**src/rtl/audio_mix_seq.sv**
```systemverilog
// Time-multiplexed stereo mixer: one 11-bit saturating adder walks both term lists; output 2N+1 clocks after tick.
// tick accepted only in IDLE, otherwise dropped and flagged in sticky overrun; define AUDIO_MIX_SAA_EN to add SAA terms.
module audio_mix_seq (
  input  logic        clock,
  input  logic        reset,
  input  logic        tick,
  input  logic        mic,
  input  logic        ear,
  input  logic        speaker,
  input  logic [7:0]  a1,
  input  logic [7:0]  b1,
  input  logic [7:0]  c1,
  input  logic [7:0]  a2,
  input  logic [7:0]  b2,
  input  logic [7:0]  c2,
  input  logic [7:0]  spd,
  input  logic [7:0]  saaL,
  input  logic [7:0]  saaR,
  output logic [10:0] laudio,
  output logic [10:0] raudio,
  output logic        valid,
  output logic        busy,
  output logic        sat,
  output logic        overrun
);

`ifdef AUDIO_MIX_SAA_EN
  localparam int N = 7;
`else
  localparam int N = 6;
`endif
  localparam logic [3:0] LAST_L = 4'(N - 1);
  localparam logic [3:0] LAST_R = 4'(2 * N - 1);

  typedef enum logic [1:0] {IDLE, ACC, DONE} state_t;

  state_t      state, state_nxt;
  logic [3:0]  step;
  logic [7:0]  ula_lvl, ula_q;
  logic [7:0]  a1_q, b1_q, c1_q, a2_q, b2_q, c2_q, spd_q;
  logic [11:0] acc, lsum, term, sum;
  logic        is_right;
  logic [3:0]  idx;

`ifdef AUDIO_MIX_SAA_EN
  logic [7:0]  saal_q, saar_q;
`else
  logic        unused_saa;
  assign unused_saa = ^{saaL, saaR};
`endif

  function automatic logic [11:0] x1(input logic [7:0] v);
    return {4'b0, v};
  endfunction

  function automatic logic [11:0] x2(input logic [7:0] v);
    return {3'b0, v, 1'b0};
  endfunction

  function automatic logic [10:0] clip(input logic [11:0] v);
    return v[11] ? 11'h7FF : v[10:0];
  endfunction

  always_comb begin
    ula_lvl = 8'h00;
    case ({speaker, ear, mic})
      3'd0: ula_lvl = 8'h00;
      3'd1: ula_lvl = 8'h24;
      3'd2: ula_lvl = 8'h40;
      3'd3: ula_lvl = 8'h64;
      3'd4: ula_lvl = 8'hB8;
      3'd5: ula_lvl = 8'hC0;
      3'd6: ula_lvl = 8'hF8;
      default: ula_lvl = 8'hFF;
    endcase
  end

  // Both lists share positions; only the a/c and saaL/saaR slots differ by side.
  always_comb begin
    is_right = (step > LAST_L);
    idx      = is_right ? (step - 4'(N)) : step;
    term     = 12'd0;
    case (idx)
      4'd0: term = x1(ula_q);
      4'd1: term = is_right ? x2(c1_q) : x2(a1_q);
      4'd2: term = is_right ? x2(c2_q) : x2(a2_q);
      4'd3: term = x1(b1_q);
      4'd4: term = x1(b2_q);
      4'd5: term = x2(spd_q);
`ifdef AUDIO_MIX_SAA_EN
      4'd6: term = is_right ? x2(saar_q) : x2(saal_q);
`endif
      default: term = 12'd0;
    endcase
  end

  assign sum  = acc + term;
  assign busy = (state != IDLE);

  always_ff @(posedge clock or negedge reset) begin
    if (!reset) state <= IDLE;
    else        state <= state_nxt;
  end

  always_comb begin
    state_nxt = state;
    case (state)
      IDLE:    if (tick) state_nxt = ACC;
      ACC:     if (step == LAST_R) state_nxt = DONE;
      DONE:    state_nxt = IDLE;
      default: state_nxt = IDLE;
    endcase
  end

  always_ff @(posedge clock or negedge reset) begin
    if (!reset) begin
      step    <= 4'd0;
      acc     <= 12'd0;
      lsum    <= 12'd0;
      ula_q   <= 8'd0;
      a1_q    <= 8'd0;
      b1_q    <= 8'd0;
      c1_q    <= 8'd0;
      a2_q    <= 8'd0;
      b2_q    <= 8'd0;
      c2_q    <= 8'd0;
      spd_q   <= 8'd0;
`ifdef AUDIO_MIX_SAA_EN
      saal_q  <= 8'd0;
      saar_q  <= 8'd0;
`endif
      laudio  <= 11'd0;
      raudio  <= 11'd0;
      valid   <= 1'b0;
      sat     <= 1'b0;
      overrun <= 1'b0;
    end else begin
      valid <= 1'b0;
      if (tick && state != IDLE) overrun <= 1'b1;
      case (state)
        IDLE: begin
          if (tick) begin
            ula_q  <= ula_lvl;
            a1_q   <= a1;
            b1_q   <= b1;
            c1_q   <= c1;
            a2_q   <= a2;
            b2_q   <= b2;
            c2_q   <= c2;
            spd_q  <= spd;
`ifdef AUDIO_MIX_SAA_EN
            saal_q <= saaL;
            saar_q <= saaR;
`endif
            acc    <= 12'd0;
            step   <= 4'd0;
          end
        end
        ACC: begin
          step <= step + 4'd1;
          if (step == LAST_L) begin
            lsum <= sum;
            acc  <= 12'd0;
          end else begin
            acc  <= sum;
          end
        end
        DONE: begin
          // acc still holds the completed right-channel sum here.
          laudio <= clip(lsum);
          raudio <= clip(acc);
          sat    <= lsum[11] | acc[11];
          valid  <= 1'b1;
        end
        default: ;
      endcase
    end
  end

endmodule
```
**config.mk**
```make
export PLATFORM = sky130hd
export DESIGN_NAME = audio_mix_seq
export DESIGN_NICKNAME = d
export VERILOG_FILES = /design/src/rtl/audio_mix_seq.sv
export SDC_FILE = /design/constraint.sdc
export NUM_CORES = 1
export LEC_CHECK = 0
export CORE_ASPECT_RATIO = 0.7
export CORE_MARGIN = 1
export CORE_UTILIZATION = 50
export DETAILED_ROUTE_END_ITERATION = 6
export PLACE_DENSITY = 0.89
export SETUP_SLACK_MARGIN = 0.1
export SLEW_MARGIN = 20
export SYNTH_ARGS = -nofsm -noshare
export SYNTH_HDL_FRONTEND = slang
export SYNTH_SLANG_ARGS = --single-unit
```
**constraint.sdc**
```tcl
create_clock -name clock -period 9.6 [get_ports clock]
set_clock_uncertainty 0.15 [all_clocks]
set_input_delay 1.92 -clock clock [delete_from_list [all_inputs] [get_ports clock]]
set_output_delay 1.92 -clock clock [all_outputs]
set_load 0.02 [all_outputs]
```
==> results.json <==
{
  "outcome": "completed",
  "postSynth.asyncResetShare_pct": 100,
  "grt_max_degree": 71,
  "route.antenna.remaining_nets": 0,
  "synthesis.area_um2": 5650,
  "cts_tree": "yes",
  "post_route_cells_drive_above_1_share_pct": 7.59,
  "residual_overflow_from_global_routing": 0,
  "first_iter_violations": 435,
  "setup.worst_path.class": "reg2reg",
  "worstPathArrival_ns": 4.96,
  "path_clk_slew_ns": 0.06,
  "hpwlAfterDp_mm": 10.2,
  "grt_pass1_wl_mm": 24.3,
  "cts-htree-levels": 4,
  "grt.total_usage_pct": 27.8,
  "io_count": 104,
  "num-nets-final": 817,
  "fin_setup_tns_ns": 0,
  "yosys_warnings": 0,
  "ys_seq_area_share_pct": 51.9,
  "dp_cells": 859,
  "synth_flop_cell": "sky130_fd_sc_hd__dfrtp_1",
  "multiInputGateArea_um2": 2540,
  "leakagePower_nw": 3.34,
  "syn2layout_area_growth_pct": 26.9,
  "cts-root-to-sink-buffers": 2,
  "synthesis.area_per_instance_um2": 8.67,
  "reg2reg_setup_slack_ns": 4.79,
  "rsz0062_at_grt": "no",
  "port-buffer-count": 87,
  "cts_hold_repair.buffers": 0,
  "die_height_um": 90.9,
  "max_cap_viol_count": 0,
  "die_width_um": 129,
  "min_clock_period_post_route_ns": 4.81,
  "irDropWorstVdd_v": 0.000179,
  "relSlewSlack_pct": 30.9,
  "gp_routability_congestion": 0.920,
  "initial_util_pct": 51.3,
  "drt-total-wl_mm": 14.7,
  "wl_per_cell_um": 16.5,
  "dieArea_um2": 11700,
  "cp.required_ns": 9.76,
  "overall_via_count_from_detail_route": 4808,
  "ff_latch_area_um2": 2930,
  "achievable-frequency_ghz": 0.208,
  "postSynthRegisterBits": 117,
  "clk_root_buffer_cell": "sky130_fd_sc_hd__clkbuf_16",
  "cts_made_buffers": 17,
  "synth_edf_count": 0,
  "avgViaCountPerCell": 5.40,
  "timing.final.hold_violations": 0,
  "timing.final.crit_share_pct": 50.1,
  "clock_latency_ns": 0.42,
  "row_count": 32,
  "antenna_found_initial": 0,
  "post-route-drc-count": 0,
  "cts_resized": 0,
  "core_region_area_um2": 11000,
  "most-common-layout-cells": "sky130_fd_sc_hd__nand2_1 (242), sky130_fd_sc_hd__dfrtp_1 (117), sky130_fd_sc_hd__clkdlybuf4s50_1 (86), sky130_fd_sc_hd__o21ai_0 (50), sky130_fd_sc_hd__a21oi_1 (36)",
  "postSynthCellCount": 651,
  "final_common_cell": "sky130_fd_sc_hd__nand2_1",
  "timing.critical_path.from_type": "flip-flop",
  "post_layout_nonfiller_instances": 891,
  "timing.critical_path.to_type": "flip-flop",
  "clock_sink_count": 117,
  "post_cts.repair.setup_buffers": 0,
  "crit_path_max_fanout": 15,
  "power.density_cell_area_nw_per_um2": 378,
  "num-fill-cells": 883,
  "antennaDiodeCount": 0,
  "vias_in_the_first_global_route": 4790,
  "hold_class": "reg2reg",
  "report.final.setup_viol": 0,
  "unique_cell_type_count_in_the_yosys_netlist": 50,
  "synth.net_count": 743,
  "timing_worst_slew_pin_value_ns": 1.04,
  "drt_pre_antenna_iters": 4,
  "number_of_slew_limit_violations_in_the_final_report": 0
}
## flip-flops by register name, summed over array words and instances (netlist names)
register / flops
state: 2
b1_q: 8
spd_q: 8
sat: 1
raudio: 11
a2_q: 8
a1_q: 8
overrun: 1
ula_q: 6
c2_q: 8
valid: 1
c1_q: 8
lsum: 12
acc: 12
step: 4
laudio: 11
b2_q: 8
## critical path, cell delays in order (launching register included)
cell	delay, ns
sky130_fd_sc_hd__dfrtp_1	0.57
sky130_fd_sc_hd__inv_1	0.27
sky130_fd_sc_hd__ha_1	0.31
sky130_fd_sc_hd__nor2_1	0.10
sky130_fd_sc_hd__a21oi_2	0.63
sky130_fd_sc_hd__xnor2_1	0.38
sky130_fd_sc_hd__o32ai_1	0.40
sky130_fd_sc_hd__ha_1	0.24
sky130_fd_sc_hd__inv_1	0.06
sky130_fd_sc_hd__fa_1	0.41
sky130_fd_sc_hd__nor2b_1	0.16
sky130_fd_sc_hd__o31a_1	0.22
sky130_fd_sc_hd__nor3_1	0.07
sky130_fd_sc_hd__o21ai_1	0.36
sky130_fd_sc_hd__o22ai_1	0.12
sky130_fd_sc_hd__a22o_1	0.25
## metal layers
layer  up-vias  wire length (um)  part of all wire [%]  global-route usage [%]
li1       2322                 -                     -                       -
met1      2296              6900                    47                    39.6
met2       174              6470                    44                    41.0
met3        16              1130                   7.7                    7.94
met4         0               179                   1.2                    8.43
met5         -                 0                     0                       0
## cell usage after synthesis, types with 2 or more instances
cell / instances / area share [%]
sky130_fd_sc_hd__a211oi_1: 2 / 0.27
sky130_fd_sc_hd__a21o_1: 3 / 0.40
sky130_fd_sc_hd__a21oi_1: 36 / 3.2
sky130_fd_sc_hd__a22o_1: 8 / 1.2
sky130_fd_sc_hd__a22oi_1: 5 / 0.66
sky130_fd_sc_hd__a31oi_1: 4 / 0.44
sky130_fd_sc_hd__and2_1: 2 / 0.22
sky130_fd_sc_hd__buf_1: 2 / 0.13
sky130_fd_sc_hd__buf_2: 3 / 0.27
sky130_fd_sc_hd__clkbuf_1: 30 / 2.0
sky130_fd_sc_hd__dfrtp_1: 117 / 52
sky130_fd_sc_hd__ha_1: 13 / 2.9
sky130_fd_sc_hd__inv_1: 9 / 0.60
sky130_fd_sc_hd__mux2_2: 11 / 2.2
sky130_fd_sc_hd__mux2i_1: 5 / 0.89
sky130_fd_sc_hd__nand2_1: 243 / 16
sky130_fd_sc_hd__nand2b_1: 4 / 0.44
sky130_fd_sc_hd__nand3_1: 4 / 0.35
sky130_fd_sc_hd__nand4_1: 2 / 0.22
sky130_fd_sc_hd__nor2_1: 35 / 2.3
sky130_fd_sc_hd__nor2b_1: 6 / 0.66
sky130_fd_sc_hd__nor3_1: 6 / 0.53
sky130_fd_sc_hd__o21a_1: 4 / 0.53
sky130_fd_sc_hd__o21ai_0: 50 / 4.4
sky130_fd_sc_hd__o21ai_1: 3 / 0.27
sky130_fd_sc_hd__o21ai_2: 2 / 0.31
sky130_fd_sc_hd__o221ai_1: 6 / 0.93
sky130_fd_sc_hd__o32ai_1: 2 / 0.31
sky130_fd_sc_hd__or3_1: 5 / 0.55
sky130_fd_sc_hd__xnor2_1: 5 / 0.78
sky130_fd_sc_hd__xor2_1: 5 / 0.78
## where the power goes
group | total, W | switching (W) | internal, W | leakage [nW]
Clock | 0.000600 | 0.000237 | 0.000364 | 0.265
Sequential | 0.000876 | 0.000169 | 0.000707 | 1.44
Combinational | 0.00123 | 0.000739 | 0.000494 | 1.63
Total | 0.00271 | 0.00115 | 0.00157 | 3.34
## worst paths after layout
kind,start,endpoint,cells after the start
worst max-delay path,step[1],acc[10],15
worst min-delay path,a2_q[7],a2_q[7],2
worst max register to register,step[1],acc[10],15
worst min register to register,a2_q[7],a2_q[7],2
max in group asynchronous,reset,b1_q[1],2
min in group asynchronous,reset,laudio[5],1
## logic make-up after synthesis
kind of cell | Yosys count | synth area share [%]
mux | 16 | 3.08
xor+xnor | 10 | 1.55
flops | 117 | 51.9
buf+inv | 45 | 3.19
fa+ha+maj | 14 | 3.24
simple gates | 314 | 22.6
compound gates | 135 | 14.5
## area by class of cell
class | count | area share (%)
flip-flops and latches | 117 | 40.9
multi-input cells | 489 | 35.5
repair buffers | 91 | 12.5
clock buffers | 18 | 6.13
well taps | 153 | 2.67
clock inverters | 14 | 1.82
inverters | 9 | 0.472
## per-stage QoR
| stage | instance area [um2] | power, W | hold WS (ns) | setup WS (ns) | utilization [%] |
|---|---|---|---|---|---|
| floorplan | 5650 | 0.00170 | 0.288 | 5.65 | - |
| global placement | 6590 | 0.00203 | 0.287 | 5.03 | 59.9 |
| detailed placement | 6590 | 0.00209 | 0.299 | 4.87 | 59.9 |
| finish | 7160 | 0.00271 | 0.327 | 4.79 | 65.1 |
| CTS | 7160 | 0.00271 | 0.326 | 4.84 | 65.1 |
| global route | 7160 | 0.00291 | 0.346 | 4.35 | 65.1 |
No activity file was read; power rests on OpenSTA's default activity.
